## src/rtl/threshold_monitor_pkg.sv

```systemverilog
// Shared types and constants for the threshold alarm qualifier.
// Holds the FSM encoding, default run lengths and the run-counter width.
package threshold_monitor_pkg;

    typedef enum logic [1:0] {
        ST_IDLE     = 2'd0,
        ST_ARMING   = 2'd1,
        ST_ALARM    = 2'd2,
        ST_CLEARING = 2'd3
    } state_e;

    localparam int DEF_ASSERT_CYCLES = 4;
    localparam int DEF_CLEAR_CYCLES  = 4;
    localparam int RUN_W             = 8;

    // A comparator sample is only trusted when exactly one flag is set.
    function automatic logic is_onehot3(input logic a, input logic b, input logic c);
        return ({a, b, c} == 3'b100) || ({a, b, c} == 3'b010) || ({a, b, c} == 3'b001);
    endfunction

endpackage

```

## src/rtl/threshold_monitor_if.sv

```systemverilog
// Comparator-flag inputs and qualified alarm outputs of the threshold monitor.
// master drives flags/controls and observes results; slave is the monitor itself.
interface threshold_monitor_if #(
    parameter int CNT_WIDTH = 16
) ();
    logic                 en;
    logic                 greater;
    logic                 lesser;
    logic                 equal;
    logic                 clr_count;
    logic                 alarm;
    logic                 rise_pulse;
    logic                 fall_pulse;
    logic [CNT_WIDTH-1:0] event_count;
    logic                 flag_err;
    logic [1:0]           state;

    modport master (
        output en, greater, lesser, equal, clr_count,
        input  alarm, rise_pulse, fall_pulse, event_count, flag_err, state
    );

    modport slave (
        input  en, greater, lesser, equal, clr_count,
        output alarm, rise_pulse, fall_pulse, event_count, flag_err, state
    );
endinterface

```

## src/rtl/threshold_monitor_sat_counter.sv

```systemverilog
// Saturating up-counter with synchronous clear taking priority over increment.
// Latency: count updates on the edge sampling inc/clr; no backpressure.
module sat_counter #(
    parameter int WIDTH = 16
) (
    input  logic             clk,
    input  logic             rst_n,
    input  logic             inc,
    input  logic             clr,
    output logic [WIDTH-1:0] count
);
    logic [WIDTH-1:0] count_q;
    logic [WIDTH-1:0] count_d;

    always_comb begin
        count_d = count_q;
        if (clr) begin
            count_d = '0;
        end else if (inc && (count_q != {WIDTH{1'b1}})) begin
            count_d = count_q + WIDTH'(1);
        end
    end

    always_ff @(posedge clk or negedge rst_n) begin
        if (!rst_n) begin
            count_q <= '0;
        end else begin
            count_q <= count_d;
        end
    end

    assign count = count_q;
endmodule

```

## src/rtl/threshold_monitor.sv

```systemverilog
// Debounced, hysteretic alarm qualifier for per-cycle comparator flags.
// Latency: all outputs registered, one edge after the deciding sample; no backpressure.
module threshold_monitor
    import threshold_monitor_pkg::*;
#(
    parameter int ASSERT_CYCLES = DEF_ASSERT_CYCLES,
    parameter int CLEAR_CYCLES  = DEF_CLEAR_CYCLES,
    parameter int CNT_WIDTH     = 16
) (
    input  logic              clk,
    input  logic              rst_n,
    threshold_monitor_if.slave mon
);
    localparam logic [RUN_W-1:0] ASSERT_LAST = RUN_W'(ASSERT_CYCLES - 1);
    localparam logic [RUN_W-1:0] CLEAR_LAST  = RUN_W'(CLEAR_CYCLES - 1);

    state_e             state_q, state_d;
    logic [RUN_W-1:0]   run_q, run_d;
    logic               alarm_q, alarm_d;
    logic               rise_q, rise_d;
    logic               fall_q, fall_d;
    logic               err_q, err_d;
    logic               smp_valid;
    logic               smp_gt;
    logic               smp_lt;
    logic [CNT_WIDTH-1:0] event_count;

    // Malformed samples collapse to "equal" so they never extend a streak.
    assign smp_valid = is_onehot3(mon.greater, mon.lesser, mon.equal);
    assign smp_gt    = smp_valid & mon.greater;
    assign smp_lt    = smp_valid & mon.lesser;

    always_comb begin
        state_d = state_q;
        run_d   = run_q;
        rise_d  = 1'b0;
        fall_d  = 1'b0;

        if (!mon.en) begin
            state_d = ST_IDLE;
            run_d   = '0;
        end else begin
            unique case (state_q)
                ST_IDLE: begin
                    if (smp_gt) begin
                        if (ASSERT_CYCLES == 1) begin
                            state_d = ST_ALARM;
                            rise_d  = 1'b1;
                            run_d   = '0;
                        end else begin
                            state_d = ST_ARMING;
                            run_d   = RUN_W'(1);
                        end
                    end
                end
                ST_ARMING: begin
                    if (smp_gt) begin
                        if (run_q == ASSERT_LAST) begin
                            state_d = ST_ALARM;
                            rise_d  = 1'b1;
                            run_d   = '0;
                        end else begin
                            run_d = run_q + RUN_W'(1);
                        end
                    end else begin
                        state_d = ST_IDLE;
                        run_d   = '0;
                    end
                end
                ST_ALARM: begin
                    if (smp_lt) begin
                        if (CLEAR_CYCLES == 1) begin
                            state_d = ST_IDLE;
                            fall_d  = 1'b1;
                            run_d   = '0;
                        end else begin
                            state_d = ST_CLEARING;
                            run_d   = RUN_W'(1);
                        end
                    end
                end
                ST_CLEARING: begin
                    if (smp_lt) begin
                        if (run_q == CLEAR_LAST) begin
                            state_d = ST_IDLE;
                            fall_d  = 1'b1;
                            run_d   = '0;
                        end else begin
                            run_d = run_q + RUN_W'(1);
                        end
                    end else begin
                        state_d = ST_ALARM;
                        run_d   = '0;
                    end
                end
                default: begin
                    state_d = ST_IDLE;
                    run_d   = '0;
                end
            endcase
        end

        alarm_d = (state_d == ST_ALARM) || (state_d == ST_CLEARING);
        err_d   = mon.clr_count ? 1'b0 : (err_q | ~smp_valid);
    end

    always_ff @(posedge clk or negedge rst_n) begin
        if (!rst_n) begin
            state_q <= ST_IDLE;
            run_q   <= '0;
            alarm_q <= 1'b0;
            rise_q  <= 1'b0;
            fall_q  <= 1'b0;
            err_q   <= 1'b0;
        end else begin
            state_q <= state_d;
            run_q   <= run_d;
            alarm_q <= alarm_d;
            rise_q  <= rise_d;
            fall_q  <= fall_d;
            err_q   <= err_d;
        end
    end

    sat_counter #(
        .WIDTH (CNT_WIDTH)
    ) u_event_cnt (
        .clk   (clk),
        .rst_n (rst_n),
        .inc   (rise_d),
        .clr   (mon.clr_count),
        .count (event_count)
    );

    assign mon.alarm       = alarm_q;
    assign mon.rise_pulse  = rise_q;
    assign mon.fall_pulse  = fall_q;
    assign mon.event_count = event_count;
    assign mon.flag_err    = err_q;
    assign mon.state       = state_q;
endmodule

```

## src/flat_wrapper.sv

```systemverilog
// flat-port wrapper written by rule: the top's interface ports become plain ports
module threshold_monitor_flat import threshold_monitor_pkg::*;
#(
    parameter int ASSERT_CYCLES = DEF_ASSERT_CYCLES,
    parameter int CLEAR_CYCLES  = DEF_CLEAR_CYCLES,
    parameter int CNT_WIDTH     = 16
)
  (clk, rst_n, mon_en, mon_greater, mon_lesser, mon_equal, mon_clr_count, mon_alarm, mon_rise_pulse, mon_fall_pulse, mon_event_count, mon_flag_err, mon_state);
  threshold_monitor_if #(.CNT_WIDTH(CNT_WIDTH)) mon_i ();
  input  logic clk;
  input  logic rst_n;
  input wire logic [$bits(mon_i.en)-1:0] mon_en;
  input wire logic [$bits(mon_i.greater)-1:0] mon_greater;
  input wire logic [$bits(mon_i.lesser)-1:0] mon_lesser;
  input wire logic [$bits(mon_i.equal)-1:0] mon_equal;
  input wire logic [$bits(mon_i.clr_count)-1:0] mon_clr_count;
  output wire logic [$bits(mon_i.alarm)-1:0] mon_alarm;
  output wire logic [$bits(mon_i.rise_pulse)-1:0] mon_rise_pulse;
  output wire logic [$bits(mon_i.fall_pulse)-1:0] mon_fall_pulse;
  output wire logic [$bits(mon_i.event_count)-1:0] mon_event_count;
  output wire logic [$bits(mon_i.flag_err)-1:0] mon_flag_err;
  output wire logic [$bits(mon_i.state)-1:0] mon_state;
  assign mon_i.en = mon_en;
  assign mon_i.greater = mon_greater;
  assign mon_i.lesser = mon_lesser;
  assign mon_i.equal = mon_equal;
  assign mon_i.clr_count = mon_clr_count;
  assign mon_alarm = mon_i.alarm;
  assign mon_rise_pulse = mon_i.rise_pulse;
  assign mon_fall_pulse = mon_i.fall_pulse;
  assign mon_event_count = mon_i.event_count;
  assign mon_flag_err = mon_i.flag_err;
  assign mon_state = mon_i.state;
  threshold_monitor #(.ASSERT_CYCLES(ASSERT_CYCLES), .CLEAR_CYCLES(CLEAR_CYCLES), .CNT_WIDTH(CNT_WIDTH)) u_core (.clk(clk), .rst_n(rst_n), .mon(mon_i));
endmodule
```

## config.mk

```make
export PLATFORM = sky130hd
export DESIGN_NAME = threshold_monitor_flat
export DESIGN_NICKNAME = d
export VERILOG_FILES = /design/src/rtl/threshold_monitor_pkg.sv /design/src/rtl/threshold_monitor_if.sv /design/src/rtl/threshold_monitor_sat_counter.sv /design/src/rtl/threshold_monitor.sv /design/src/flat_wrapper.sv
export SDC_FILE = /design/constraint.sdc
export NUM_CORES = 1
export LEC_CHECK = 0
export CAP_MARGIN = 20
export CORE_ASPECT_RATIO = 1.25
export CORE_MARGIN = 3
export CORE_UTILIZATION = 55
export CTS_BUF_LIST = sky130_fd_sc_hd__clkbuf_8
export DETAILED_ROUTE_END_ITERATION = 12
export PLACE_DENSITY = 0.9
export REMOVE_ABC_BUFFERS = 1
export SYNTH_ARGS = -nofsm -noshare
export SYNTH_HDL_FRONTEND = slang
export SYNTH_HIERARCHICAL = 1
export SYNTH_SLANG_ARGS = --single-unit
```

## constraint.sdc

```tcl
create_clock -name clk -period 3.5 [get_ports clk]
set_input_delay 1.05 -clock clk [delete_from_list [all_inputs] [get_ports clk]]
set_output_delay 1.05 -clock clk [all_outputs]
set_load 0.02 [all_outputs]
```

### Word-level counts from Yosys, hierarchy flattened

Index checks and enable logic that the tools add are counted.

| storage, ports and cells | value |
|---|---|
| bits in writable memories | 0 |
| memories kept | 0 |
| word-level logic and storage cells | 57 |
| output and inout bits | 22 |
| bits of input ports | 7 |
| flip-flop bits (word level) | 30 |
| bits in read-only memories | 0 |
| bits in latches | 0 |

| cells by class | value |
|---|---|
| equal/unequal tests | 12 |
| shift-type cells | 0 |
| div/mod/pow operators | 0 |
| reductions and logical operators | 7 |
| bitwise gates (word level) | 4 |
| multipliers | 0 |
| $lt $le $gt $ge | 0 |
| muxes and demuxes | 25 |
| add/subtract/negate cells | 2 |

Operator list:

| kind | count |
|---|---|
| 8-bit 2-to-1 mux | 6 |
| 16-bit 2-to-1 mux | 2 |
| 8-bit case mux with 4 select lines | 1 |
| 16-bit by 1-bit adder with 16-bit output (second input constant) | 1 |
| 16-bit inequality test (second input constant) | 1 |
| 2-bit 2-to-1 mux | 7 |
| 8-bit by 1-bit adder with 8-bit output (second input constant) | 1 |
| 2-bit == test (second input constant) | 4 |
| 8-bit by 2-bit == test with 1-bit output (second input constant) | 1 |
| 1-bit 2-to-1 mux | 8 |
| 2-bit case mux with 4 select lines | 1 |
| 3-bit by 2-bit inequality test with 1-bit output (second input constant) | 2 |
| 3-bit by 1-bit == test with 1-bit output (second input constant) | 1 |
| 3-bit by 2-bit == test with 1-bit output (second input constant) | 1 |
| 3-bit == test (second input constant) | 1 |
| 1-bit logical OR | 3 |
| 1-bit AND | 2 |
| 2-bit by 1-bit == test with 1-bit output (second input constant) | 1 |
| 2-bit logical NOT | 1 |
| 2-bit AND reduction | 1 |
| 2-bit nonzero test | 1 |
| 1-bit logical AND | 1 |
| 1-bit inverter | 1 |
| 1-bit bitwise OR | 1 |

### Depth between registers and ports, before layout

| depth | value |
|---|---|
| word-level depth | 10 |
| gate-level depth with buffers | 10 |
| mapped depth without buffers | 8 |

### By module

Netlist, hierarchy kept.

By module, submodules not included:

| module | sequential area each (µm²) | cells each | area each (µm²) | times used |
|---|---|---|---|---|
| sat_counter | 400.4 | 98 | 942.2 | 1 |
| threshold_monitor | 350.3 | 80 | 813.3 | 1 |

### Worst setup path after synthesis

Ideal clock, no wire load.

| path | value |
|---|---|
| path kind | in2reg |
| start point | in mon_lesser |
| end point | reg u_core.u_event_cnt.count_q[3] (netlist: u_core/u_event_cnt/count[3]) |
| library setup time | 0.078 ns |
| cell stages on the path | 7 |
| buffers on the path | 2 |
| data required time | 3.422 ns |
| data arrival time | 2.897 ns |
| setup slack | 0.525 ns |
| path through | buf_6 > or3b_2 > nor2_1 > inv_1 > clkbuf_1 > or4_2 > a21oi_1 |

| between the ends | value |
|---|---|
| cells in the longest elaborated chain, start to end | 9 |
| elaborated cells between the ends (all ways) | 11 |
| those cells by class | eq/ne: 3; mux: 3; bitwise: 1; reduce/logical: 4 |

RTL lines:

| element | RTL line | source |
|---|---|---|
| start, declared | flat_wrapper.sv:14 | `input wire logic [$bits(mon_i.lesser)-1:0] mon_lesser;` |
| 3-bit == test or 3-bit by 2-bit == test with 1-bit output (tied branches) | threshold_monitor_pkg.sv:18 | `return ({a, b, c} == 3'b100) \|\| ({a, b, c} == 3'b010) \|\| ({a, b, c} == 3'b001);` |
| 1-bit logical OR | threshold_monitor_pkg.sv:18 |  |
| 1-bit logical OR * | threshold_monitor_pkg.sv:18 |  |
| 1-bit AND * | threshold_monitor.sv:30 | `assign smp_gt = smp_valid & mon.greater;` |
| 1-bit 2-to-1 mux * | threshold_monitor.sv:57 | `if (smp_gt) begin` |
| 1-bit 2-to-1 mux * | threshold_monitor.sv:43 | `unique case (state_q)` |
| 1-bit 2-to-1 mux * | threshold_monitor.sv:39 | `if (!mon.en) begin` |
| net u_core.rise_d | threshold_monitor.sv:20 | `logic rise_q, rise_d;` |
| 1-bit logical AND * | threshold_monitor_sat_counter.sv:19 | `end else if (inc && (count_q != {WIDTH{1'b1}})) begin` |
| 2-bit nonzero test (no line) * | - |  |
| end signal, assigned | threshold_monitor_sat_counter.sv:28 | `count_q <= count_d;` |
| end, declared | threshold_monitor_sat_counter.sv:12 | `logic [WIDTH-1:0] count_q;` |

The timed path passes the listed nets; every way through them passes the cells marked *.
A chain may end at the register's enable or synchronous reset.

### Worst setup path in the final report

| path | value |
|---|---|
| start point | in mon_greater |
| end point | reg u_core.u_event_cnt.count_q[12] (netlist: u_core/u_event_cnt/count[12]) |

| between the ends | value |
|---|---|
| cells in the longest elaborated chain, start to end | 9 |
| elaborated cells between the ends (all ways) | 11 |
| those cells by class | eq/ne: 3; mux: 3; bitwise: 1; reduce/logical: 4 |

RTL lines:

| element | RTL line | source |
|---|---|---|
| start, declared | flat_wrapper.sv:13 | `input wire logic [$bits(mon_i.greater)-1:0] mon_greater;` |
| 3-bit == test or 3-bit by 2-bit == test with 1-bit output (tied branches) | threshold_monitor_pkg.sv:18 |  |
| 1-bit logical OR (2 in a row) | threshold_monitor_pkg.sv:18 |  |
| 1-bit AND * | threshold_monitor.sv:30 |  |
| 1-bit 2-to-1 mux * | threshold_monitor.sv:57 |  |
| 1-bit 2-to-1 mux * | threshold_monitor.sv:43 |  |
| 1-bit 2-to-1 mux * | threshold_monitor.sv:39 |  |
| net u_core.rise_d | threshold_monitor.sv:20 |  |
| 1-bit logical AND * | threshold_monitor_sat_counter.sv:19 |  |
| 2-bit nonzero test (no line) * | - |  |

Marks and branches as above.

==> results.json <==
{
  "first_global_vias": 1599,
  "globalRouteTotalUtil": 0.2283,
  "numClockSinks": 30,
  "initial_standard_cell_utilization_of_the_core": 0.5851,
  "yosys.area.top_type_share": 0.4277,
  "core.rowCount": 22,
  "finalNonFillerCells": 250,
  "grt_max_degree": 31,
  "cts_buffers": 5,
  "timing.setup.tns_ns": 0,
  "worst_ep_arrival_ns": 3.17,
  "layout.filler_cells": 234,
  "routedWlPerCell_um": 16.74,
  "tightest_slew_ns": 0.8530,
  "ant_nets": 0,
  "postSynthAreaPerCell_um2": 9.862,
  "post_synth_main_area_contributors": "sky130_fd_sc_hd__dfrtp_1, sky130_fd_sc_hd__o31ai_1, sky130_fd_sc_hd__a21oi_1, sky130_fd_sc_hd__mux2_1, sky130_fd_sc_hd__or4_1",
  "timing.max_slew.rel_slack": 0.4270,
  "grtUsageMet2": 0.3817,
  "dieArea_um2": 3910,
  "clk_pin_slew_ns": 0.06,
  "ctsResizeCount": 0,
  "timing.setup.critical_path_class": "in2reg",
  "register_area_um2": 750.7,
  "clock_skew_ns": 0.003562,
  "syn-instance-count": 178,
  "detailedPlacementHpwl_um": 2945,
  "drt-pass1-iter-count": 5,
  "result_of_the_run": "complete, no violations",
  "nets": 222,
  "worst_setup_path_start_kind": "input port",
  "post_synth_num_cell_types": 43,
  "utilization": 0.7252,
  "timing.final.hold_violations": 0,
  "maxCapViolCount": 0,
  "final_setup_violation_count": 0,
  "rsz_0062_raised_after_global_routing": "false",
  "buffers_from_clock_root_to_sink_at_most": 2,
  "cts_root_buffer": "sky130_fd_sc_hd__clkbuf_8",
  "met1_routing_resource_usage_after_global_routing": 0.2597,
  "worstSetupEndpointType": "flip-flop",
  "global_route.overflow_total": 0,
  "synth_warnings": 6,
  "power_density_nw_per_um2": 317.6,
  "vdd_drop_max_mv": 0.3285,
  "synth-async-reset-ratio": 1.000,
  "final_min_period_over_clock_period": 0.8518,
  "initialDrtViolationCount": 78,
  "detail_route.drc_violations": 0,
  "buffer_ports.inserted": 28,
  "globalplace.congestion": 0.8360,
  "die_h_um": 69.17,
  "top_usage_layer": "met2",
  "cp_cell_sequence": "clkdlybuf4s50_1 -> or3b_2 -> nor2_1 -> inv_1 -> buf_4 -> or4_1 -> a21oi_1",
  "antenna-diode-count": 0,
  "wirelength_um": 4186,
  "slew_viol_final": 0,
  "layout_cell_share_with_drive_strength_beyond_1": 0.1542,
  "multi_input_area_um2": 925.9,
  "most_frequent_cell_after_synthesis": "sky130_fd_sc_hd__dfrtp_1",
  "crit_path_max_fanout": 12,
  "fin_total_pwr_uw": 691.1,
  "crit_buf_inv": 3,
  "ctsHoldBuffers": 0,
  "dp.cells": 242,
  "p_leak_nw": 0.8729,
  "achievable_clock_frequency_mhz": 335.4,
  "min-delay-path-class": "reg2reg",
  "synth_top_cell_by_area": "sky130_fd_sc_hd__dfrtp_1",
  "top_ports": 29,
  "die_w_um": 56.53,
  "critPathRequiredTime_ns": 3.69,
  "yosys_most_used_dff": "sky130_fd_sc_hd__dfrtp_1",
  "placed_cell_area_um2": 2085,
  "cp_top_family": "simple AND/OR/NAND/NOR gates",
  "tritoncts": "built",
  "clock_tree.htree_level_count": 2,
  "critical_path.slowest_cell": "sky130_fd_sc_hd__or4_1",
  "grt_pass1_wl_um": 7051,
  "netlist_top_cells_count": "sky130_fd_sc_hd__dfrtp_1, sky130_fd_sc_hd__a21oi_1, sky130_fd_sc_hd__nand2_1, sky130_fd_sc_hd__o31ai_1, sky130_fd_sc_hd__nor2_1",
  "critPathMaxStageDelay_ns": 0.50,
  "cts.repair_timing.setup_buffer_count": 0,
  "drt-vias-per-instance": 6.436,
  "syn_area_um2": 1755,
  "area_delta_synth_final_pct": 23.95,
  "postSynthRegisterBits": 30,
  "route.vias.total": 1609,
  "seq_area_frac_synth": 0.4277,
  "clk-insertion-delay-late_ns": 0.28,
  "globalRouteMet3Util": 0.07116,
  "antenna_found_initial": 0,
  "coreArea_um2": 3000,
  "stdcell_area_um2": 2176,
  "synth_enable_flop_cells": 0,
  "layout_min_cycle_time_ns": 2.981
}
-- area by class of cell --
class	count	share of cell area
well taps	36	0.02070
repair buffers	35	0.1530
flip-flops and latches	30	0.3450
clock inverters	2	0.004025
multi-input cells	133	0.4255
clock buffers	6	0.03795
inverters	8	0.01380
-- layer usage --
| metal | up-vias | routed length (µm) |
|---|---|---|
| met2 | 60 | 2204 |
| met1 | 787 | 1635 |
| met5 | - | 0 |
| met4 | 0 | 87 |
| li1 | 752 | - |
| met3 | 10 | 258 |
-- flip-flops by register name, summed over array words and instances, names as in the netlist --
signal	count
u_core/mon.alarm	1
u_core/mon.fall_pulse	1
u_core/mon.flag_err	1
u_core/mon.rise_pulse	1
u_core/mon.state	2
u_core/run_q	8
u_core/u_event_cnt/count	16
-- per-stage QoR --
step / hold slack (ns) / setup slack (ns)
6_report: 0.5220 / 0.5186
2_1_floorplan: 0.5264 / 0.6359
4_1_cts: 0.5287 / 0.5421
3_5_place_dp: 0.4946 / 0.2422
3_3_place_gp: 0.5078 / 0.2958
5_1_grt: 0.5522 / 0.3419
-- where the power goes --
part | switching (mW) | internal (mW)
Combinational | 0.0316 | 0.0214
Clock | 0.129 | 0.155
Sequential | 0.00331 | 0.350
-- layout by cell type (no fill, tap or decap), drive strengths merged, types with 2 or more instances in the layout --
cell,synthesis,final
dfrtp,30,30
clkdlybuf4s50,0,28
a21oi,14,14
nand2,11,11
o31ai,10,10
o21ai,10,10
or4,10,10
nor2,9,9
inv,7,8
nand4,8,8
buf,3,7
or3,7,7
a211oi,7,7
clkbuf,4,6
nor4,6,6
nor2b,5,5
nand3,5,5
mux2,5,5
and3,4,4
mux2i,3,3
nor3,3,3
nand3b,2,2
or2,2,2
ha,2,2
and4,2,2
clkinv,1,2
-- worst paths after layout --
check	startpoint	end	slack, ns	cells past startpoint
worst max-delay path	mon_greater	u_core/u_event_cnt/count[12]$_DFFE_PN0P_	0.52	7
worst min-delay path	u_core/mon.flag_err$_DFF_PN0_	u_core/mon.flag_err$_DFF_PN0_	0.52	2
worst max register to register	u_core/run_q[4]$_DFFE_PN0P_	u_core/u_event_cnt/count[12]$_DFFE_PN0P_	0.78	8
worst min register to register	u_core/mon.flag_err$_DFF_PN0_	u_core/mon.flag_err$_DFF_PN0_	0.52	2
max in group asynchronous	rst_n	u_core/u_event_cnt/count[15]$_DFFE_PN0P_	2.07	2
min in group asynchronous	rst_n	u_core/u_event_cnt/count[12]$_DFFE_PN0P_	1.15	2
-- kinds of logic (layout without fill, tap and decap cells) --
family                   count (synthesis)  in the layout  synth area share
AND/OR/NAND/NOR                         79             79            0.3001
AO/OA/AOI/OAI                           43             43            0.1589
flip-flops                              30             30            0.4277
buffers and inverters                   15             51           0.04490
multiplexers                             8              8           0.04918
adder cells (fa/ha/maj)                  2              2           0.01425
XOR/XNOR                                 1              1          0.004990
-- worst register-to-register path, delay by kind of cell (launching register included) --
kind	cells	cell delay (ns)
compound gates	1	0.17
buf+inv	2	0.37
simple gates	5	1.66
flops	1	0.42
No activity file was read; power rests on OpenSTA's default activity.
==> RTL edit, RTL diff (config.mk and constraints unchanged) <==
Change the package constant `RUN_W` from 8 to 10.
--- a/src/rtl/threshold_monitor_pkg.sv
+++ b/src/rtl/threshold_monitor_pkg.sv
@@ -11,7 +11,7 @@
 
     localparam int DEF_ASSERT_CYCLES = 4;
     localparam int DEF_CLEAR_CYCLES  = 4;
-    localparam int RUN_W             = 8;
+    localparam int RUN_W             = 10;
 
     // A comparator sample is only trusted when exactly one flag is set.
     function automatic logic is_onehot3(input logic a, input logic b, input logic c);
Formal check against the unedited RTL: no difference found for any inputs over 10 cycles, from zero or initial values and one cycle with rst_n low; that may be too few to reach the edited logic, so the function may still have changed.
==> RTL edit against the unedited design <==
Sequential cell count rose by 2. Area after synthesis rose by 5.1%. Design area rose by 3.7%. Sequential share of layout area rose by 0.97 points. Highest routed layer unchanged. Wire length rose by 8.1%. First-iteration DRC count rose by 36%. Sequential power rose by 5.9%. Worst setup slack got worse by 0.10 ns. Non-clock buffer count did not move. Largest power group unchanged. Global-route usage rose by 0.78 points. Power rose by 4.4%. Worst hold slack improved by 0.016 ns.
==> RTL edit: results (changes against the unedited design) <==
| Metric | Value |
|---|---|
| Sequential element share of the synthesized area | 0.434 (+0.00624) |
| Placed Area | 0.00216 mm2 (+3.7%) |
| Gpl congestion | 0.869 (+3.9%) |
| Via density | 6.62 (+2.9%) |
| Async S/R FF share, synth | 1.00 (unchanged) |
| Clk. pwr | 307 uW (+7.7%) |
| Synth area leaders | dfrtp_1 (43%), a21oi_1 (3.5%), nand3_1 (3.0%) |
| Wire length per cell | 17.5 um (+4.8%) |
| Largest fanout on the critical path | 14 (+2) |
| Dpl ws | 0.134 ns (-0.108 ns) |
| Layout Skew | 0.00401 ns (+0.000448 ns) |
| # diodes | 0 (unchanged) |
| Synth Area in Compound Gates | 0.184 (+0.0248) |
| Status | finished clean |
| DP HPWL | 3050 um (+3.5%) |
| Netlist cell types | 49 (+14%) |
| DP Cell Count | 251 (+3.7%) |
| Clk_lat worst skew | 0.28 ns (about the same) |
| HP Class | reg -> reg |
| Clock slew seen by the registers of the worst setup and hold paths | 0.06 ns (about the same) |
| Drt first pass iters | 5 (unchanged) |
| # port buffers | 28 (unchanged) |
| Global route overflow | 0 (unchanged) |
| Pin count of the biggest net entering global routing | 33 (+6.5%) |
| Via count | 1709 (+6.2%) |
| Post-synth top cells | dfrtp_1 (32), a21oi_1 (13), nand3_1 (11) |
| Syn_area_per_cell | 9.71 um2 (-1.5%) |
| Mux cell area share after synthesis | 0.0244 (-0.0248) |
| Reg power frac | 0.518 (+0.007) |
| Initial antenna violation count | 0 (unchanged) |
| Worst vdd ir | 0.000312 V (-5.0%) |
| XOR/XNOR Fraction of Synth Area | 0.0142 (+0.00925) |
| Bufs on Longest Clock Path | 2 (unchanged) |
| First-pass GRT wire length | 7620 um (+8.1%) |
| Post-CTS Setup Inserts | 0 (unchanged) |
| # resized after CTS | 0 (unchanged) |
| Layout net count | 231 (+4.1%) |
| Internal | 564 uW (+7.0%) |
| Share of post-route cells with drive strength above 1 | 0.126 (-0.0281) |
| Fill cells | 233 (-0.43%) |
| GR Util All Layers | 0.236 (+0.00784) |
| Max reg flops | 16 (unchanged) |
| Leakage | 0.883 nW (+1.2%) |
| Adder-cell area share of the yosys netlist | 0.0190 (+0.00473) |
| CTS buffer count | 5 (unchanged) |
| Power Sequential | 374 uW (+5.9%) |
| Crit path arrival time | 3.27 ns (+0.10 ns) |
| YS warnings | 6 (unchanged) |
| Rel. slew slack | 0.431 (+0.00379) |
| CTS Root Cell | clkbuf_8 |
| CTS H-tree depth | 2 (unchanged) |
| DRT iter0 DRCs | 106 (+36%) |
## RTL edit: changes by cell type after synthesis, moves of 4 or more
cell | unedited run | this run
o21ai_0 | 7 | 3
nor3_1 | 2 | 7
a211oi_1 | 5 | 0
nand3_1 | 5 | 11
a31oi_1 | 0 | 5
## RTL edit: cell type report
| class | instances | area [um2] | share of cell area |
|---|---|---|---|
| tap | 36 | 45.0 | 0.0200 |
| inverter | 8 | 30.0 | 0.0133 |
| timing repair buffer | 35 | 333 | 0.147 |
| multi-input combinational | 140 | 952 | 0.422 |
| clock buffer | 7 | 96.3 | 0.0427 |
| sequential | 32 | 801 | 0.355 |
## RTL edit: path summary, 6_finish.rpt
path                                startpoint                      endpoint  slack [ns]  cells past startpoint
max                                mon_greater  u_core/u_event_cnt/count[10]        0.42                      7
min                        u_core/mon.flag_err           u_core/mon.flag_err        0.54                      2
max reg2reg                    u_core/run_q[6]  u_core/u_event_cnt/count[10]        0.84                      8
min reg2reg                u_core/mon.flag_err           u_core/mon.flag_err        0.54                      2
max in group asynchronous                rst_n         u_core/mon.rise_pulse        2.05                      2
min in group asynchronous                rst_n  u_core/u_event_cnt/count[10]        1.16                      2
## RTL edit: routing by layer
metal / global-route usage / share of wire / wire length [um] / vias to the layer above
li1: - / - / - / 794
met1: 0.260 / 0.38 / 1730 / 827
met2: 0.420 / 0.53 / 2420 / 69
met3: 0.0365 / 0.057 / 258 / 19
met4: 0.137 / 0.028 / 125 / 0
met5: 0 / 0 / 0 / -
## RTL edit: critical path, stage by stage
cell and delay [ns]:
clkdlybuf4s50_1 0.47, or3b_4 0.41, nor3_1 0.25, inv_1 0.23, buf_4 0.21, or4_1 0.50, a21oi_1 0.16
